===== src/rtl/mem_ctrl.sv =====
// Memory controller: arbitrates the CPU fetch and data ports onto one byte-wide external RAM.
// Define MEM_CTRL_IFETCH_BUF_EN to add a single-entry instruction fetch buffer.
`timescale 1ns/1ps
module mem_ctrl #(
    parameter int ADDR_W = 17,
    parameter int RD_LAT = 1
) (
    input  logic              clk,
    input  logic              rst,
    input  logic              rom_ce_i,
    input  logic [31:0]       rom_addr_i,
    output logic [31:0]       rom_data_o,
    output logic              rom_ready_o,
    input  logic              ram_ce_i,
    input  logic              ram_we_i,
    input  logic [31:0]       ram_addr_i,
    input  logic [3:0]        ram_sel_i,
    input  logic [31:0]       ram_data_i,
    output logic [31:0]       ram_data_o,
    output logic              ram_ready_o,
    output logic              stallreq_o,
    input  logic [7:0]        mem_din,
    output logic [7:0]        mem_dout,
    output logic [ADDR_W-1:0] mem_a,
    output logic              mem_wr
);

    typedef enum logic [1:0] {IDLE, READ, WRITE, DONE} state_t;

    state_t            state, state_next;
    logic              owner_rom;
    logic              we_q;
    logic [31:2]       addr_q;
    logic [31:0]       wdata_q;
    logic [3:0]        sel_q;
    logic [1:0]        issue_cnt;
    logic              issue_done;
    logic [1:0]        cap_cnt;
    logic [RD_LAT-1:0] rd_pipe;
    logic [31:0]       asm_word;
    logic [31:0]       rom_word;
    logic [31:0]       ram_word;
    logic [31:0]       buf_word;
    logic              buf_hit;
    logic              accept_ram;
    logic              accept_rom;
    logic              issuing_rd;
    logic              issuing_wr;
    logic              capture;
    logic              unused_bits;

    // Data port wins arbitration; requests are only looked at while idle.
    assign accept_ram = (state == IDLE) && ram_ce_i;
    assign accept_rom = (state == IDLE) && !ram_ce_i && rom_ce_i;
    assign issuing_rd = (state == READ) && !issue_done;
    assign issuing_wr = (state == WRITE);
    assign capture    = (state == READ) && rd_pipe[RD_LAT-1];

    assign unused_bits = ^{rom_addr_i[1:0], ram_addr_i[1:0], addr_q[31:ADDR_W]};

`ifdef MEM_CTRL_IFETCH_BUF_EN
    logic        buf_valid;
    logic [31:2] buf_tag;

    assign buf_hit = buf_valid && (buf_tag == rom_addr_i[31:2]);

    always_ff @(posedge clk or negedge rst) begin
        if (!rst) begin
            buf_valid <= 1'b0;
            buf_tag   <= '0;
            buf_word  <= '0;
        end else if (state == DONE && owner_rom) begin
            buf_valid <= 1'b1;
            buf_tag   <= addr_q;
            buf_word  <= asm_word;
        end else if (accept_ram && ram_we_i && (buf_tag == ram_addr_i[31:2])) begin
            buf_valid <= 1'b0;
        end
    end
`else
    assign buf_hit  = 1'b0;
    assign buf_word = '0;
`endif

    always_ff @(posedge clk or negedge rst) begin
        if (!rst) begin
            state <= IDLE;
        end else begin
            state <= state_next;
        end
    end

    always_comb begin
        state_next = state;
        case (state)
            IDLE: begin
                if (accept_ram) begin
                    state_next = ram_we_i ? WRITE : READ;
                end else if (accept_rom) begin
                    state_next = buf_hit ? DONE : READ;
                end
            end
            READ: begin
                if (capture && cap_cnt == 2'd3) begin
                    state_next = DONE;
                end
            end
            WRITE: begin
                if (issue_cnt == 2'd3) begin
                    state_next = DONE;
                end
            end
            DONE:    state_next = IDLE;
            default: state_next = IDLE;
        endcase
    end

    // Bus outputs are zero whenever no byte is being issued.
    always_comb begin
        mem_a    = '0;
        mem_dout = '0;
        mem_wr   = 1'b0;
        if (issuing_rd || issuing_wr) begin
            mem_a = {addr_q[ADDR_W-1:2], issue_cnt};
        end
        if (issuing_wr) begin
            mem_dout = wdata_q[{issue_cnt, 3'b000} +: 8];
            mem_wr   = sel_q[issue_cnt];
        end
    end

    assign rom_ready_o = (state == DONE) && owner_rom;
    assign ram_ready_o = (state == DONE) && !owner_rom;
    assign rom_data_o  = rom_ready_o ? asm_word : rom_word;
    assign ram_data_o  = (ram_ready_o && !we_q) ? asm_word : ram_word;
    assign stallreq_o  = (rom_ce_i & ~rom_ready_o) | (ram_ce_i & ~ram_ready_o);

    // rd_pipe tracks which issued addresses have data arriving RD_LAT cycles later.
    always_ff @(posedge clk or negedge rst) begin
        if (!rst) begin
            owner_rom  <= 1'b0;
            we_q       <= 1'b0;
            addr_q     <= '0;
            wdata_q    <= '0;
            sel_q      <= '0;
            issue_cnt  <= '0;
            issue_done <= 1'b0;
            cap_cnt    <= '0;
            rd_pipe    <= '0;
            asm_word   <= '0;
            rom_word   <= '0;
            ram_word   <= '0;
        end else begin
            rd_pipe[0] <= issuing_rd;
            for (int i = 1; i < RD_LAT; i++) begin
                rd_pipe[i] <= rd_pipe[i-1];
            end
            case (state)
                IDLE: begin
                    if (accept_ram || accept_rom) begin
                        owner_rom  <= !ram_ce_i;
                        addr_q     <= ram_ce_i ? ram_addr_i[31:2] : rom_addr_i[31:2];
                        we_q       <= ram_ce_i && ram_we_i;
                        wdata_q    <= ram_data_i;
                        sel_q      <= ram_sel_i;
                        issue_cnt  <= '0;
                        issue_done <= 1'b0;
                        cap_cnt    <= '0;
                        if (accept_rom && buf_hit) begin
                            asm_word <= buf_word;
                        end
                    end
                end
                READ: begin
                    if (issuing_rd) begin
                        issue_cnt <= issue_cnt + 2'd1;
                        if (issue_cnt == 2'd3) begin
                            issue_done <= 1'b1;
                        end
                    end
                    if (capture) begin
                        asm_word[{cap_cnt, 3'b000} +: 8] <= mem_din;
                        cap_cnt <= cap_cnt + 2'd1;
                    end
                end
                WRITE: begin
                    issue_cnt <= issue_cnt + 2'd1;
                end
                DONE: begin
                    if (owner_rom) begin
                        rom_word <= asm_word;
                    end else if (!we_q) begin
                        ram_word <= asm_word;
                    end
                end
                default: ;
            endcase
        end
    end

endmodule


===== config.mk =====
export PLATFORM = sky130hd
export DESIGN_NAME = mem_ctrl
export DESIGN_NICKNAME = d
export VERILOG_FILES = /design/src/rtl/mem_ctrl.sv
export SDC_FILE = /design/constraint.sdc
export NUM_CORES = 1
export LEC_CHECK = 0
export ABC_AREA = 1
export CAP_MARGIN = 10
export CORE_MARGIN = 4
export CORE_UTILIZATION = 45
export DETAILED_ROUTE_END_ITERATION = 12
export GPL_ROUTABILITY_DRIVEN = 0
export GPL_TIMING_DRIVEN = 0
export PLACE_DENSITY = 0.79
export SLEW_MARGIN = 25
export SYNTH_ARGS = -nofsm -noshare
export SYNTH_HDL_FRONTEND = slang
export SYNTH_SLANG_ARGS = --single-unit

===== constraint.sdc =====
create_clock -name clk -period 2.8 [get_ports clk]
set_clock_uncertainty 0.05 [all_clocks]
set_input_delay 0.56 -clock clk [delete_from_list [all_inputs] [get_ports clk]]
set_output_delay 0.56 -clock clk [all_outputs]
set_load 0.01 [all_outputs]

# ---- After elaboration in Yosys (flattened, before gate mapping)
# Cells that the tools add are included.
dict set report totals {
  output_inout_bits 93
  wordCells 90
  in_bits 113
  ff_bits 157
}
dict set report op_classes {
  mux 24
  n_bitwise 7
  shift 3
  addsub 3
  n_lt_le_gt_ge 1
  reduce_logical 27
  eq_ne 12
}
# operator count
set ops {}
lappend ops {{32-bit 2-to-1 mux} 2}
lappend ops {{32-bit bitwise mux} 1}
lappend ops {{8-bit by 7-bit variable shift with 32-bit output (first input constant)} 1}
lappend ops {{32-bit by 6-bit indexed part select with 8-bit output} 1}
lappend ops {{8-bit by 7-bit indexed part select with 32-bit output} 1}
lappend ops {{17-bit 2-to-1 mux} 1}
lappend ops {{2-bit 2-to-1 mux} 8}
lappend ops {{15-bit 2-to-1 mux} 1}
lappend ops {{3-bit AND reduction} 4}
lappend ops {{1-bit logical AND} 10}
lappend ops {{2-bit == test (second input constant)} 4}
lappend ops {{8-bit 2-to-1 mux} 1}
lappend ops {{2-bit by 1-bit inequality test with 1-bit output (second input constant)} 4}
lappend ops {{2-bit one-hot mux with 4 select lines} 1}
lappend ops {{5-bit negation with 7-bit output} 1}
lappend ops {{2-bit one-hot mux with 3 select lines} 1}
lappend ops {{2-bit AND reduction} 3}
lappend ops {{1-bit 2-to-1 mux} 5}
lappend ops {{2-bit by 1-bit adder with 2-bit output (second input constant)} 2}
lappend ops {{1-bit zero test} 4}
lappend ops {{2-bit inequality test (second input constant)} 2}
lappend ops {{1-bit inverter} 4}
lappend ops {{2-bit one-hot mux with 2 select lines} 1}
lappend ops {{4-bit AND reduction} 1}
lappend ops {{other kinds (11)} 13}

# ---- Depth between registers and ports, before layout
# Gate-level depths: netlist of run 1.
dict set report depth {
  word_depth 6
  mapped_depth 9
  mapped_depth_nobuf 8
}

# ---- Worst setup path before layout of run 1
# OpenSTA, ideal clock, no wires.
dict set report synth_path {
  path_type {register to output}
  start {reg state[0]}
  end {out ram_data_o[21]}
  path_stages_with_launch 8
  arrival_time_ns 1.391
  required_time_ns 2.190
  path_buffers 2
  slack_ns 0.799
  cell_sequence {dfrtp_1 > ha_1 > inv_1 > nor2_4 > nand2_2 > buf_6 > buf_6 > o21ai_0}
}
dict set report synth_via {
  elab_chain_len 4
}
# element line
set synth_lines {}
lappend synth_lines {{start, declared} 30} ;# state_t state, state_next;
lappend synth_lines {{start signal, assigned} 89} ;# state <= state_next;
lappend synth_lines {{2-bit == test} 133} ;# assign ram_ready_o = (state == DONE) && !owner_rom;
lappend synth_lines {{1-bit logical AND} 133}
lappend synth_lines {{named net ram_ready_o} 20} ;# output logic ram_ready_o,
lappend synth_lines {{1-bit logical AND} 135} ;# assign ram_data_o = (ram_ready_o && !we_q) ? asm_word : ram_word;
lappend synth_lines {{32-bit 2-to-1 mux} 135}
lappend synth_lines {{end, declared} 19} ;# output logic [31:0] ram_data_o,
# The timed path passes the listed nets, and every way through them passes these cells.

# ---- Worst setup path after layout of run 1
dict set report layout_path {
  start {reg state[1]}
  end {out ram_data_o[24]}
}
dict set report layout_via {
  elab_chain_len 4
}
# element line
set layout_lines {}
lappend layout_lines {{2-bit == test} 133}
lappend layout_lines {{1-bit logical AND} 133}
lappend layout_lines {{1-bit logical AND} 135}
lappend layout_lines {{32-bit 2-to-1 mux} 135}
# Every way passes these cells.

==> results_dict.tcl, run 1 <==
set metrics [dict create \
    drt_first_iter_violations 438 \
    wl_um 18600 \
    synth_nets 950 \
    drt-pass1-iter-count 5 \
    antenna_left 0 \
    power.share.combinational 0.473 \
    dp.cells 1209 \
    vias_per_cell 4.99 \
    grt_pass1_vias 6346 \
    met2_usage 0.359 \
    cts_tree "yes" \
    reg2reg_from "cap_cnt[0]" \
    final_util 0.638 \
    cts_buffers 17 \
    rows 45 \
    seqPwrFrac 0.326 \
    grt.busiest_layer "met2" \
    die_y_um 133 \
    crit_path_start_kind "flip-flop" \
    relSlewSlack 0.538 \
    seq_area_frac_synth 0.557 \
    yosysUniqueCellTypes 23 \
    crit_arrival_ps 2120 \
    yosys.area.top_type_share 0.557 \
    yosys_warnings 0 \
    powerDensity_mw_per_mm2 1160 \
    grt_overflow 0 \
    drv_cap 0 \
    syn_inst 827 \
    fin_cells 1250 \
    max_freq_mhz 366 \
    io_pins 206 \
    required_ps 2190 \
    area_growth_pct 38.0 \
    vias 6235 \
    antenna_found_initial 0 \
    yosys-top-cells-area "dfrtp_1 56%, o21ai_0 11%, nand2_1 10%" \
    grt_max_degree 93 \
    crit_type "flip-flop to output port" \
    vdd_drop_max_uv 600 \
    leakagePower_nw 5.10 \
    slew_viol_final 0 \
    cts_htree_levels 4 \
    worst_pin_slew_ps 693 \
    io_buffers 170 \
    fin_crit_ps 2730 \
    met1_usage 0.275 \
    initial_utilization 0.462 \
    grtUsageMet3 0.0706 \
    clockBufferDepth 2 \
    die_w_um 133 \
    drive_gt1_frac 0.104 \
    switchingPower_mw 4.49 \
    drc 0 \
    routedWlPerCell_um 14.9 \
    nNetsFinal 1149 \
    finalHoldViolations 0 \
    status "complete, no violations" \
    clock_latency_ps 420 \
    cts_hold_buffers 0 \
    r2r.worst_path.cells 9 \
    cts-root-buf "clkbuf_16" \
    die-area_mm2 0.0177 \
    crit_path_end_kind "output port" \
    ys_seq_elements 157 \
    hp-class "primary input to asynchronous set/reset pin" \
    antenna_cells 0 \
    yosys.area.top_type "dfrtp_1" \
    grt_first_pass_wirelength_um 31100 \
    startpoint "state[1]" \
    cp_max_fo 10 \
    grt_usage 0.216 \
    fin_crit_sh 0.975 \
    rsz0062_at_grt "true" \
    internal_power_mw 6.83 \
    syn_area_per_cell_um2 8.53 \
    final-setup-viol-count 0 \
    pwr-share-clk 0.200 \
    dpl.hpwl_um 13300 \
    synth_area_mm2 0.00706 \
    clkTransAtPathRegs_ps 70 \
    p_sw_frac 0.397 \
    core-area_mm2 0.0153 \
    cts_sinks 157 \
    n_fill_cell 1279 \
]
-- cells in the final DEF, fill, tap and decap left out, drive strengths merged, types with 3 or more instances in the layout --
cell type / Yosys / routed
nand2: 200 / 200
o21ai: 170 / 170
dfrtp: 157 / 157
inv: 114 / 119
clkdlybuf4s50: 0 / 85
nand3: 43 / 43
nor2: 43 / 43
clkbuf: 15 / 43
buf: 29 / 40
dlygate4sd2: 0 / 39
dlymetal6s2s: 0 / 22
nand4: 16 / 16
a31oi: 15 / 15
clkdlybuf4s15: 0 / 14
a21oi: 11 / 11
ha: 10 / 10
clkinv: 3 / 7
clkinvlp: 0 / 3
-- cell families (layout without fill, tap and decap cells) --
family,count (synthesis),count (layout),synth area share
and+or+nand+nor,302,302,0.181
adders and majority gates,10,10,0.0177
DFF,157,157,0.557
AOI/OAI and AO/OA,197,197,0.143
buffers and inverters,161,373,0.102
-- stage by stage --
stage / total power [mW] / setup TNS [ps] / instance area [µm²] / worst slack (ps) / hold slack (ps)
finish: 11.3 / 0 / 9740 / 70.5 / 104
global route: 12.3 / -19.6 / 9740 / -18.6 / 142
CTS: 11.3 / -2300 / 9620 / -192 / 122
detailed placement: 9.28 / -421 / 9050 / -94.2 / 415
global placement: 9.15 / -799570 / 9020 / -5110 / 405
floorplan: 6.68 / 0 / 7060 / 799 / 214
-- critical path, stage by stage, from the launching register on --
cell             delay (ps)
dfrtp_1                 420
ha_2                    210
inv_1                    70
nor2_4                  130
nand2_4                 100
buf_8                   160
buf_6                   150
o21ai_1                 190
clkdlybuf4s15_2         260
-- power groups by stage --
stage          Clock [mW]  Combinational, mW  Sequential, mW
6_report             2.27               5.36            3.70
5_1_grt              2.41               6.05            3.80
4_1_cts              2.31               5.31            3.69
3_5_place_dp            0               5.57            3.72
3_3_place_gp            0               5.46            3.69
2_1_floorplan           0               3.05            3.63
-- routing by layer --
metal | vias up | wire length, µm
li1 | 3047 | -
met1 | 2959 | 7990
met2 | 205 | 9010
met3 | 24 | 1360
met4 | 0 | 286
met5 | - | 0
-- flip-flops by register name, summed over array words and instances (netlist names) --
name and count:
asm_word 32, ram_word 32, rom_word 32, wdata_q 32, addr_q 15, sel_q 4, cap_cnt 2, issue_cnt 2
state 2, issue_done 1, owner_rom 1, rd_pipe 1, we_q 1
-- final timing paths --
kind / end / slack (ps)
max: ram_data_o[24] / 70
min: ram_word[10] / 100
max reg2reg: asm_word[22] / 400
min reg2reg: rom_word[2] / 420
max in group asynchronous: rd_pipe / 1820
min in group clk: addr_q[4] / 410
-- final cells by class --
| cell class | count | area, µm² | share of cell area |
|---|---|---|---|
| Tap cell | 211 | 264 | 0.0271 |
| Multi-Input combinational cell | 509 | 2450 | 0.251 |
| Clock inverter | 13 | 133 | 0.0136 |
| Inverter | 117 | 442 | 0.0453 |
| Clock buffer | 19 | 453 | 0.0465 |
| Sequential cell | 157 | 3930 | 0.403 |
| Timing Repair Buffer | 180 | 1770 | 0.181 |
| Buffer | 44 | 307 | 0.0315 |
-- cell usage after synthesis --
cell type	instances
inv_1	113
buf_6	10
nor2_1	36
o22ai_1	1
clkinv_1	3
buf_4	6
nand3_1	43
inv_2	1
nand2_4	1
ha_1	10
nor2_4	4
buf_2	12
a21oi_1	11
nand2_2	3
clkbuf_1	15
o21ai_1	9
nand4_1	16
buf_1	1
a31oi_1	15
o21ai_0	161
dfrtp_1	157
nand2_1	196
nor2_2	3
-- repair_timing --
item	in CTS	in global routing
gates resized for setup	106	70
pin swaps	1	2
endpoints found under the setup margin	91	53
gates cloned	0	0
setup buffers	2	7
No activity file was read; power rests on OpenSTA's default activity.
==> inputs of run 2 (changes only) <==
--- a/config.mk
+++ b/config.mk
@@ -7,6 +7,7 @@
 export LEC_CHECK = 0
 export ABC_AREA = 1
 export CAP_MARGIN = 10
+export CORE_ASPECT_RATIO = 1.1
 export CORE_MARGIN = 4
 export CORE_UTILIZATION = 45
 export DETAILED_ROUTE_END_ITERATION = 12
==> run 2 against run 1 <==
Die area about the same. Utilization about the same. Sequential power about the same. Wire length about the same. Worst setup slack better by 28 ps. Largest cell class unchanged. Highest routed layer unchanged.
==> results_dict.tcl, run 2 (synthesis results as in run 1) <==
set metrics [dict create \
    status "complete, no violations" \
    antenna_left 0 \
    final_cell_mix "196 x nand2_1, 156 x dfrtp_1, 134 x o21ai_0, 112 x inv_1, 82 x clkdlybuf4s50_1" \
    startpoint "state[0]" \
    clkTransAtPathRegs_ps 70 \
    powerDensity_mw_per_mm2 1170 \
    cts_hold_buffers 0 \
    grt_max_degree 92 \
    crit_arrival_ps 2090 \
    leakagePower_nw 5.08 \
    crit_path_start_kind "flip-flop" \
    cts_htree_levels 4 \
    drt-pass1-iter-count 5 \
    fin_crit_sh 0.965 \
    max_freq_mhz 370 \
    io_buffers 170 \
    relSlewSlack 0.651 \
    cts_buffers 17 \
    wl_um 18600 \
    reg2reg_from "cap_cnt[0]" \
    rows 47 \
    drive_gt1_frac 0.106 \
    slew_viol_final 0 \
    core-area_mm2 0.0152 \
    final-setup-viol-count 0 \
    cts_tree "yes" \
    crit_path_end_kind "output port" \
    cts_sinks 157 \
    vias 6210 \
    area_growth_pct 37.7 \
    cts-root-buf "clkbuf_16" \
    io_pins 206 \
    grt_first_pass_wirelength_um 30800 \
    antenna_found_initial 0 \
    grt_usage 0.217 \
    n_fill_cell 1292 \
    die-area_mm2 0.0178 \
    multi_input_area_mm2 0.00246 \
    finalHoldViolations 0 \
    cp_max_fo 10 \
    hp-class "primary input to asynchronous set/reset pin" \
    layout_commonest_cell "nand2_1" \
    antenna_cells 0 \
    drc 0 \
    fin_cells 1230 \
    drt_first_iter_violations 403 \
    die_y_um 139 \
    dp.cells 1194 \
    initial_utilization 0.463 \
    clock_latency_ps 420 \
    worst_pin_slew_ps 523 \
    vias_per_cell 5.05 \
    grt_pass1_vias 6246 \
    fin_crit_ps 2700 \
    clockBufferDepth 2 \
    vdd_drop_max_uv 544 \
    routedWlPerCell_um 15.2 \
    hold_slack_ps 13.2 \
    crit_type "flip-flop to output port" \
    die_w_um 127 \
    post-route-cell-area_mm2 0.00972 \
    required_ps 2190 \
    nNetsFinal 1144 \
    dpl.hpwl_um 13700 \
    drv_cap 0 \
    grt_overflow 0 \
    rsz0062_at_grt "true" \
    place_area_mm2 0.00904 \
    seqCellArea_mm2 0.00393 \
]
run 2: cell types whose count changed in the layout (fill, tap and decap cells not counted), sizes merged:
cell / before / now
buf: 40 / 35
bufinv: 1 / 3
clkbuf: 43 / 50
clkdlybuf4s15: 14 / 11
clkdlybuf4s50: 85 / 82
clkinv: 7 / 9
clkinvlp: 3 / 2
dlygate4sd2: 39 / 43
dlymetal6s2s: 22 / 18
inv: 119 / 115
run 2: what timing repair did:
item                                    4_1_cts  5_1_grt
cloned                                        0        1
resized for setup                           121       67
endpoints found under the setup margin       91       58
pin swaps                                     3        2
buffers inserted                              2        1
run 2: final timing paths:
| kind | end | slack [ps] | cells after the start |
|---|---|---|---|
| hold reg to reg | rom_word[1] | 430 | 2 |
| max in group asynchronous | state[0] | 1870 | 2 |
| hold / removal | rom_word[11] | 10 | 1 |
| min in group clk | addr_q[8] | 400 | 3 |
| setup / recovery | ram_data_o[29] | 100 | 9 |
| setup reg to reg | asm_word[15] | 410 | 9 |
run 2: power breakdown:
group / total [mW] / internal [mW] / switching, mW
logic: 5.24 / 2.09 / 3.15
registers: 3.70 / 3.34 / 0.354
clock network: 2.41 / 1.48 / 0.929
total: 11.3 / 6.91 / 4.43
run 2: critical path, stage by stage, from the launching register on:
cell and delay [ps]:
dfrtp_2 450, ha_2 210, inv_1 90, nor2_4 50, nand2_4 140, buf_12 150
buf_6 150, nand2_1 80, o21ai_1 90, clkdlybuf4s15_1 250
run 2: stage by stage:
stage	utilization	worst slack [ps]	power, mW	TNS (ps)
global placement	0.591	-5130	9.14	-804430
detailed placement	0.593	-51.1	9.32	-330
CTS	0.635	-98.5	11.4	-384
finish	0.638	98.5	11.3	0
global route	0.638	-1.44	12.3	-1.44
floorplan	-	799	6.68	0
run 2: cell type report:
cell class	count	share of cell area
buffer	44	0.0321
clock buffer	20	0.0480
clock inverter	12	0.0167
inverter	117	0.0455
multi-input combinational	509	0.253
sequential	157	0.405
tap	196	0.0252
timing repair buffer	175	0.175
run 2: metal layers:
metal | vias up | track usage | routed length [µm]
li1 | 3047 | - | -
met1 | 2905 | 0.269 | 7700
met2 | 223 | 0.370 | 9310
met3 | 35 | 0.0567 | 1280
met4 | 0 | 0.0711 | 358
met5 | - | 0 | 0
==> inputs of run 3 (changes only) <==
--- a/config.mk
+++ b/config.mk
@@ -14,6 +14,7 @@
 export GPL_ROUTABILITY_DRIVEN = 0
 export GPL_TIMING_DRIVEN = 0
 export PLACE_DENSITY = 0.79
+export SKIP_CTS_REPAIR_TIMING = 1
 export SLEW_MARGIN = 25
 export SYNTH_ARGS = -nofsm -noshare
 export SYNTH_HDL_FRONTEND = slang
==> run 3 against run 2 <==
Hold slack improved by 4.5 ps. Largest power group unchanged. Worst setup slack worse by 67 ps. Count of clock-buffer cells in the layout stayed put. Wire length increased by 1.6%. Cell count is essentially flat. Die area did not move.
==> results_dict.tcl, run 3 (synthesis results as in run 1) <==
set metrics [dict create \
    hp-class "primary input to asynchronous set/reset pin" \
    reg2reg_from "cap_cnt[0]" \
    finalHoldViolations 0 \
    grt_overflow 0 \
    final-setup-viol-count 0 \
    layout_commonest_cell "nand2_1" \
    routedWlPerCell_um 15.4 \
    cts-root-buf "clkbuf_16" \
    cts_htree_levels 4 \
    io_buffers 170 \
    final_cell_mix "196 x nand2_1, 156 x dfrtp_1, 132 x o21ai_0, 112 x inv_1" \
    crit_path_end_kind "output port" \
    r2r-end "asm_word[15]" \
    clkTransAtPathRegs_ps 70 \
    relSlewSlack 0.651 \
    multi_input_area_mm2 0.00247 \
    die_w_um 127 \
    drv_cap 0 \
    cts_tree "yes" \
    vdd_drop_max_uv 511 \
    grt_max_degree 92 \
    grt_pass1_vias 6218 \
    initial_utilization 0.463 \
    cts_sinks 157 \
    drive_gt1_frac 0.0929 \
    seqCellArea_mm2 0.00393 \
    crit_path_start_kind "flip-flop" \
    antenna_left 0 \
    place_ws_ps -51.1 \
    grt_usage 0.217 \
    leakagePower_nw 5.69 \
    cp_max_fo 10 \
    fin_crit_ps 2770 \
    area_growth_pct 41.6 \
    r2r.worst_path.cells 9 \
    core-area_mm2 0.0152 \
    dpl.hpwl_um 13700 \
    total_power_mw 11.7 \
    clock_latency_ps 430 \
    drc 0 \
    vias_per_cell 5.06 \
    grt_first_pass_wirelength_um 30700 \
    drt_first_iter_violations 397 \
    vias 6220 \
    wl_um 19000 \
    crit_arrival_ps 2160 \
    post-route-cell-area_mm2 0.00999 \
    fin_crit_sh 0.989 \
    required_ps 2190 \
    antenna_found_initial 0 \
    hold_slack_ps 17.7 \
    drt-pass1-iter-count 5 \
    r2r_setup_slack_ps 410 \
    powerDensity_mw_per_mm2 1170 \
    clockBufferDepth 2 \
    max_freq_mhz 361 \
    crit_type "flip-flop to output port" \
    rsz0062_at_grt "true" \
    io_pins 206 \
    antenna_cells 0 \
    place_area_mm2 0.00904 \
    n_fill_cell 1214 \
    rows 47 \
    slew_viol_final 0 \
    die-area_mm2 0.0178 \
    cts_buffers 17 \
    die_y_um 139 \
    final_util 0.656 \
    status "complete, no violations" \
    worst_pin_slew_ps 523 \
    nNetsFinal 1143 \
    finalWorstSetupSlack_ps 31.3 \
]
[run 3: cell count changes in the layout (fill, tap and decap cells not counted), moves of 3 or more]
cell | before | now
clkbuf_2 | 19 | 3
dlygate4sd2_1 | 43 | 0
buf_4 | 12 | 9
clkdlybuf4s15_1 | 11 | 0
dlymetal6s2s_1 | 18 | 84
buf_2 | 10 | 13
[run 3: layout make-up]
cell class              instances  area share
multi-input cells             509       0.247
clock buffers                  20      0.0467
flip-flops and latches        157       0.393
inverters                     117      0.0443
repair inverters                1    0.000752
plain buffers                  44      0.0308
repair buffers                173       0.196
well taps                     196      0.0245
clock inverters                12      0.0163
[run 3: critical path, stage by stage (launching register included)]
cell             delay, ps
dfrtp_1                450
ha_2                   250
nand2_1                 90
clkbuf_2               210
o21ai_2                170
clkdlybuf4s50_1        560
[run 3: report_power, final]
group / leakage (nW) / internal [mW] / switching [mW] / total (mW)
Sequential: 1.88 / 3.34 / 0.358 / 3.70
Clock: 0.302 / 1.48 / 0.929 / 2.41
Combinational: 3.50 / 2.37 / 3.18 / 5.55
Total: 5.69 / 7.19 / 4.46 / 11.7
[run 3: layer usage]
layer / wire, µm / part of all wire / vias to the layer above / GRT usage
li1: - / - / 3042 / -
met1: 7790 / 0.41 / 2916 / 0.269
met2: 9470 / 0.50 / 228 / 0.368
met3: 1300 / 0.069 / 34 / 0.0560
met4: 390 / 0.021 / 0 / 0.0711
met5: 0 / 0 / - / 0
[run 3: through the flow]
step                      TNS [ps]  instances
after floorplan                  0        827
after global placement     -804430       1193
after detailed placement      -330       1194
after CTS                   -27820       1226
after global routing          -696       1229
final                            0       1229
[run 3: worst max-delay path by stage]
stage,end,slack (ps),from
3_3_place_gp,wdata_q[13],-5130,rst
4_1_cts,rom_data_o[17],-520,state[0]
5_1_grt,rom_data_o[1],-90,state[1]
6_report,rom_data_o[2],30,state[1]
3_5_place_dp,rom_data_o[17],-50,state[0]
2_1_floorplan,ram_data_o[21],800,state[0]
